===== config.mk =====
export PLATFORM = sky130hd
export DESIGN_NAME = membrane_integrator
export DESIGN_NICKNAME = d
export VERILOG_FILES = /design/src/rtl/membrane_integrator.sv
export SDC_FILE = /design/constraint.sdc
export NUM_CORES = 1
export LEC_CHECK = 0
export ABC_CLOCK_PERIOD_IN_PS = 5100
export CELL_PAD_IN_SITES_DETAIL_PLACEMENT = 1
export CELL_PAD_IN_SITES_GLOBAL_PLACEMENT = 2
export CORE_ASPECT_RATIO = 0.75
export CORE_UTILIZATION = 40
export CTS_BUF_LIST = sky130_fd_sc_hd__clkbuf_16
export DETAILED_ROUTE_END_ITERATION = 6
export DONT_BUFFER_PORTS = 1
export PLACE_DENSITY_LB_ADDON = 0.1
export SYNTH_ARGS = -nofsm -noshare
export SYNTH_HDL_FRONTEND = slang
export SYNTH_SLANG_ARGS = --single-unit

===== constraint.sdc =====
create_clock -name clk -period 5.1 [get_ports clk]
set_input_delay 1.02 -clock clk [delete_from_list [all_inputs] [get_ports clk]]
set_output_delay 1.02 -clock clk [all_outputs]
set_load 0.01 [all_outputs]

===== src/rtl/membrane_integrator.sv =====
// Leaky integrate-and-fire membrane integrator with saturating accumulation and a refractory window.
// Optional macro MEMBRANE_LEAK_EN enables the per-cycle arithmetic-shift leak; undefined gives a pure integrator.
module membrane_integrator #(
    parameter int WIDTH          = 16,
    parameter int LEAK_SHIFT     = 4,
    parameter int REFRACT_CYCLES = 3,
    parameter int V_RESET        = 0
) (
    input  logic                    clk,
    input  logic                    rst,
    input  logic                    in_valid,
    input  logic signed [WIDTH-1:0] in_weight,
    output logic                    in_ready,
    input  logic                    spike_in,
    output logic signed [WIDTH-1:0] membrane_potential,
    output logic                    refractory,
    output logic [15:0]             spike_count
);

    localparam int SW = WIDTH + 2;

    localparam logic signed [WIDTH-1:0] V_RST        = WIDTH'(V_RESET);
    localparam logic [7:0]              REFRACT_LOAD = 8'(REFRACT_CYCLES);

    localparam logic signed [SW-1:0]    SAT_MAX_EXT  = {3'b000, {(WIDTH-1){1'b1}}};
    localparam logic signed [SW-1:0]    SAT_MIN_EXT  = {3'b111, {(WIDTH-1){1'b0}}};
    localparam logic signed [WIDTH-1:0] SAT_MAX      = {1'b0, {(WIDTH-1){1'b1}}};
    localparam logic signed [WIDTH-1:0] SAT_MIN      = {1'b1, {(WIDTH-1){1'b0}}};

    typedef enum logic {
        INTEGRATE  = 1'b0,
        REFRACTORY = 1'b1
    } state_t;

    state_t                  state;
    logic [7:0]              refr_cnt;
    logic                    accept;
    logic signed [WIDTH-1:0] leak;
    logic signed [SW-1:0]    v_ext;
    logic signed [SW-1:0]    leak_ext;
    logic signed [SW-1:0]    w_ext;
    logic signed [SW-1:0]    sum;
    logic signed [WIDTH-1:0] next_v;

    assign in_ready = (state == INTEGRATE);
    assign accept   = in_valid && in_ready;

    always_comb begin
        // NOTE: every combinational output gets a default first so no path can infer a latch.
        leak   = '0;
`ifdef MEMBRANE_LEAK_EN
        // Arithmetic shift makes negative potentials decay toward zero as well.
        leak   = membrane_potential >>> LEAK_SHIFT;
`endif
        v_ext    = {{2{membrane_potential[WIDTH-1]}}, membrane_potential};
        leak_ext = {{2{leak[WIDTH-1]}}, leak};
        w_ext    = accept ? {{2{in_weight[WIDTH-1]}}, in_weight} : '0;
        sum      = v_ext - leak_ext + w_ext;

        if (sum > SAT_MAX_EXT) begin
            next_v = SAT_MAX;
        end else if (sum < SAT_MIN_EXT) begin
            next_v = SAT_MIN;
        end else begin
            next_v = sum[WIDTH-1:0];
        end
    end

    // NOTE: all state below is updated with non-blocking assignments so every register samples pre-edge values.
    always_ff @(posedge clk) begin
        if (rst) begin
            membrane_potential <= V_RST;
            state              <= INTEGRATE;
            refractory         <= 1'b0;
            refr_cnt           <= '0;
            spike_count        <= '0;
        end else begin
            case (state)
                INTEGRATE: begin
                    if (spike_in) begin
                        // A spike wins over any event accepted in the same cycle.
                        membrane_potential <= V_RST;
                        spike_count        <= spike_count + 16'd1;
                        if (REFRACT_CYCLES != 0) begin
                            state      <= REFRACTORY;
                            refractory <= 1'b1;
                            refr_cnt   <= REFRACT_LOAD;
                        end
                    end else begin
                        membrane_potential <= next_v;
                    end
                end
                REFRACTORY: begin
                    membrane_potential <= V_RST;
                    refr_cnt           <= refr_cnt - 8'd1;
                    if (refr_cnt == 8'd1) begin
                        state      <= INTEGRATE;
                        refractory <= 1'b0;
                    end
                end
                default: begin
                    state      <= INTEGRATE;
                    refractory <= 1'b0;
                end
            endcase
        end
    end

endmodule


# == Word-level counts from Yosys, hierarchy flattened ==
# Index checks and enable logic that the tools add are counted.
# word_totals
regBits,42
word_cells,30
out_inout_bits,34
in_bits,20
# classes
n_eq_ne,3
n_mux,13
bitwise_logic,1
reduce_logical,3
n_addsub,3
order_cmp,2
# op_table
op,n
$mux W16,3
$pmux W16 S2,1
$add A16 B18 Y18,1
$gt A18 B16 Y1 const B,1
$lt A18 B16 Y1 const B,1
$mux W18,1
$add A16 B1 Y16 const B,1
$pmux W8 S2,1
$eq A8 B1 Y1 const B,1
$mux W8,1
$sub A8 B1 Y8 const B,1
$mux W1,4
$ne A2 B1 Y1 const B,2
$pmux W1 S2,2
$reduce_and A2 Y1,2
$logic_and A1 B1 Y1,1
$not A1 Y1,1

# == Logic depth before layout (Yosys ltp) ==
# depth
depth_word,9
mapped_depth,15
mapped_depth_nobuf,12

# == Least setup slack after synthesis ==
# OpenSTA, ideal clock, no wires.
# synth_timing
kind,in2reg
from,input port in_valid
to,register membrane_potential[7]
slack_ps,1495
stages,14
arrival_ps,3475
cell_sequence,nor2b_1 > clkbuf_1 > and2_1 > ha_1 > inv_1 > fa_1 > nor2b_1 > o2111ai_1 > a21oi_1 > a21o_1 > a31oi_2 > buf_4 > o21ai_1 > nand3_1
# synth_between
elab_chain_len,8
word_cells_on_any_way,9
cone_classes,add/sub (1); order compare (2); mux (5); reduce/logical (1)
# synth_rtl
element,line,source
start: declaration,11,"input logic in_valid,"
$logic_and A1 B1 Y1 (*),46,assign accept = in_valid && in_ready;
$mux W18 (*),57,"w_ext = accept ? {{2{in_weight[WIDTH-1]}}, in_weight} : '0;"
$add A16 B18 Y18 (*),58,sum = v_ext - leak_ext + w_ext;
$lt A18 B16 Y1,62,end else if (sum < SAT_MIN_EXT) begin
$mux W16,62,
$mux W16 (*),60,if (sum > SAT_MAX_EXT) begin
$mux W16 (*),80,if (spike_in) begin
$pmux W16 S2 (*),78,case (state)
end signal: assignment,90,membrane_potential <= next_v;
end: declaration,15,"output logic signed [WIDTH-1:0] membrane_potential,"
# Mark *: on every way between the ends. The rest lies on a longest branch, timed or not.
# A chain may end at the register's enable or synchronous reset.

# == Worst setup path after layout ==
# Same ends and word-level chain as after synthesis.

==> results summary <==
The clock latency reported for the late side of the worst-skew pair came out at 0.28 ns. The most frequently used cell type in the post-synthesis netlist is sky130_fd_sc_hd__dfxtp_1. The TritonCTS clock tree is yes. The worst setup path is launched from a primary input. The worst hold path begins at refr_cnt[7]$_SDFFE_PP0P_. The number of I/O port buffers is 0.

The post-layout minimum cycle time is 3.62 ns. The fraction of final layout cells with drive strength greater than 1 is 0.0918. The via count of the first global-routing pass came out at 2261. The design internal power came out at 574 uW. Summing internal, switching and leakage power gives 807 uW. The post-synthesis compound-gate area fraction is 0.214. STA classifies the critical path endpoint as a flop. The run finished with clean final reports. The setup TNS is 0 ns. The final hold violation count is 0. The analysis attributes to cell leakage a power of 1.13 nW. The number of nets in the synthesized netlist came out at 360. The tree is rooted in a sky130_fd_sc_hd__clkbuf_16.

Headroom to the max-slew limit came out at 0.518. The max-cap violation count came out at 0. The slowest stage of the critical path is the sky130_fd_sc_hd__fa_1 cell. The tightest min-delay check is of the flop to flop type. The total count of max-transition violations in the final report came out at 0. The number of antenna violations at the first check in global routing is 0. In this run the power density over the cells is 278 nW/um^2. By area, the combinational part of the netlist is dominated by simple AND/OR/NAND/NOR gates.

The number of buffers added by the clock tree synthesis step is 5. Of the total power, the share spent switching nets is 0.288. The clock net in this run drives a total of 42 sinks.

In the synthesized netlist the dominant register cell turns out to be sky130_fd_sc_hd__dfxtp_1. Across every metal layer, demand over resource in global routing totals 0.207. The minimum setup slack after placement is 1.18 ns. The number of storage elements in the synthesis netlist came out at 42. In this run the critical register-to-register path is launched from state$_SDFF_PP0_.

In this run the core area contains 25 standard-cell rows. The setup path with the least slack is of type primary input to flop. After layout, the worst setup slack is 1.48 ns. The via count is 2256.

The multi-input combinational cell area came out at 1780 um^2. The routability congestion estimate from global placement is 0.770. Static timing analysis puts the maximum clock frequency at 276 MHz. The maximum net fanout on the critical path came out at 16.

Data arrives at the worst endpoint at 3.78 ns. Summing all flip-flop and latch instances after layout gives 841 um^2. For this run, design rule violations remaining after detail routing come to 0. The maximum number of pins on one net before global-route repair is 28. The die footprint is 7190 um^2. The combinational power share is 0.163. The number of nets still failing antenna checks after routing came out at 0. Synthesis produced a netlist whose cell count is 320.

The number of diodes added for antenna fixing is 0. From synthesis to final layout, the design area changed by 5.98%. The number of setup buffers added after CTS is 0. The core region area came out at 6440 um^2. The share of the Yosys chip area taken by registers is 0.307.

The die boundary height is 73.7 um. The slew at the pin with the worst max-slew slack came out at 0.719 ns. The starting density of the core came out at 0.425. Of the total synthesized cell area, the portion taken by XOR and XNOR cells is 0.0835. The starting DRC count in detailed routing came out at 144. After legalization and detailed placement, the total HPWL measured 5.37 mm. The fraction of power consumed by the clock network came out at 0.386. Setup repair after global routing left no endpoint under its margin. The synthesized-area fraction occupied by and/or/nand/nor cells is 0.247. The share of the core filled with cells in the final layout came out at 0.451.

The largest voltage drop on the vdd net is 0.129 mV. The H-tree was split into 2 levels. The number of distinct library cells after synthesis came out at 57. The I/O pin total is 54. The required arrival time at the worst endpoint is 5.25 ns. Tracing the worst setup path back leads to its startpoint at in_valid. The count of hold-fix buffers inserted at cts came out at 0. The count of endpoints failing setup in the final report is 0. Among the stages of the critical path, the cell type that occurs most often is sky130_fd_sc_hd__nor2b_1. Walking the worst path, the cells encountered are nor2b_1 > buf_4 > and2_1 > ha_1 > inv_1 > fa_1 > nor2b_1 > o2111ai_1 > a21oi_1 > a21o_1 > a31oi_2 > o21ai_1 > nand3_1.

Dividing the detail-routed wire length by the instance count gives 17.5 um. The number of gates resized after CTS was 0. The CTS clock-pin slew for the worst setup and hold paths is 0.06 ns. The maximum buffer depth of the clock tree is 2. The number of filler instances in the final layout is 772. The largest incremental delay on the critical path is 0.39 ns. The die width came out at 97.6 um. In this run, synthesis inferred 0 flip-flops with an integrated enable. In the synthesized netlist the async set-or-reset flop fraction comes to 0. The post-route clock skew is 0.00237 ns.

Sorting the synthesized cells by how often they occur yields sky130_fd_sc_hd__dfxtp_1 (42), sky130_fd_sc_hd__nand2_1 (31), sky130_fd_sc_hd__a21oi_1 (24), sky130_fd_sc_hd__nor2_1 (24), sky130_fd_sc_hd__ha_1 (19). The post-synthesis instance area is 2740 um^2. The remaining global-route overflow is 0.

The top cell type by total area after synthesis is sky130_fd_sc_hd__dfxtp_1. The first-pass iteration count of the detailed router came out at 4. The net count reported at finish is 355. Of the post-synthesis cell area, the part taken by muxes is 0.0110. The post-synthesis adder-cell area fraction is 0.0940. In this run the power spent charging and discharging nets is 233 uW. The share of the clock period used by the worst path came out at 0.710. In the routed layout, each cell is associated on average with a via count of 5.68.

For this block, the routed nets add up to 6.94 mm of wire. Of the total power, registers draw 0.451. The synthesis warning total came out at 0. The fraction of synthesized cell area taken by the top area cell type came out at 0.307. The wire length of the first global-routing pass came out at 11.5 mm.

The synthesized area per cell came out at 8.57 um^2. After synthesis, the cell types taking the most area are sky130_fd_sc_hd__dfxtp_1 (31%), sky130_fd_sc_hd__ha_1 (8.7%), sky130_fd_sc_hd__a21oi_1 (4.4%).
==> cell usage in the layout (no fill, tap or decap), drive strengths merged, types with 2 or more instances in the layout <==
master    n
nor3     13
mux2i     3
xnor2    11
nor4      4
a31oi     8
clkbuf    5
a21o      9
nor2     25
clkinv    2
or2       3
o21a      5
o21ai    18
and3      4
nand4     7
nor2b     4
inv       9
xor2     13
dfxtp    42
o2111ai   2
nand2b    2
a21oi    25
a211oi    6
or3       6
ha       19
o211ai    4
nand3     7
nand2    32
and2     16
nand3b    2
==> critical path, delay by kind of cell <==
family	cells	cell delay [ns]
AND/OR/NAND/NOR	4	0.56
adder cells (fa/ha/maj)	2	0.57
AO/OA/AOI/OAI	5	1.37
buffers and inverters	2	0.27
==> power groups by stage <==
stage / logic (mW) / registers (mW) / clock network (mW)
after floorplan: 0.116 / 0.364 / 0
after global placement: 0.129 / 0.371 / 0
after detailed placement: 0.131 / 0.371 / 0
after CTS: 0.132 / 0.364 / 0.324
after global routing: 0.148 / 0.366 / 0.337
final: 0.131 / 0.364 / 0.312
==> per-layer routing <==
metal  GRT usage  vias to the layer above  wire length [um]
met4      0.0490                        0                60
met5           0                        -                 0
met1       0.307                     1071              3760
met3      0.0561                        6               365
met2       0.294                       46              2760
li1            -                     1133                 -
==> cell type report <==
| type | count | share of cell area |
|---|---|---|
| Inverter | 9 | 0.0116 |
| Sequential cell | 42 | 0.289 |
| Clock inverter | 3 | 0.00560 |
| Timing Repair Buffer | 1 | 0.00258 |
| Clock buffer | 5 | 0.0431 |
| Multi-Input combinational cell | 256 | 0.613 |
| Tap cell | 81 | 0.0349 |
==> flip-flops by register name (all words and copies together), names as in the netlist <==
register and count:
spike_count 16, refractory 1, membrane_potential 16, refr_cnt 8
state 1
==> kinds of logic after synthesis <==
| group | count (synthesis) |
|---|---|
| simple gates | 127 |
| buf+inv | 22 |
| flops | 42 |
| fa+ha+maj | 20 |
| compound gates | 82 |
| mux | 3 |
| xor+xnor | 24 |
==> final timing paths <==
check / slack [ns] / cells after the start / to
setup / recovery: 1.48 / 13 / membrane_potential[7]$_SDFF_PP0_
hold / removal: 0.47 / 2 / refr_cnt[7]$_SDFFE_PP0P_
hold reg to reg: 0.47 / 2 / refr_cnt[7]$_SDFFE_PP0P_
setup reg to reg: 1.66 / 13 / membrane_potential[9]$_SDFF_PP0_
==> stage by stage <==
stage,instances,instance area [um^2],hold slack (ns)
after floorplan,320,2740,0.440
after global placement,389,2760,0.455
after detailed placement,389,2760,0.462
after CTS,397,2910,0.471
after global routing,397,2910,0.502
final,397,2910,0.472
Power figures use the tool's default switching activity.
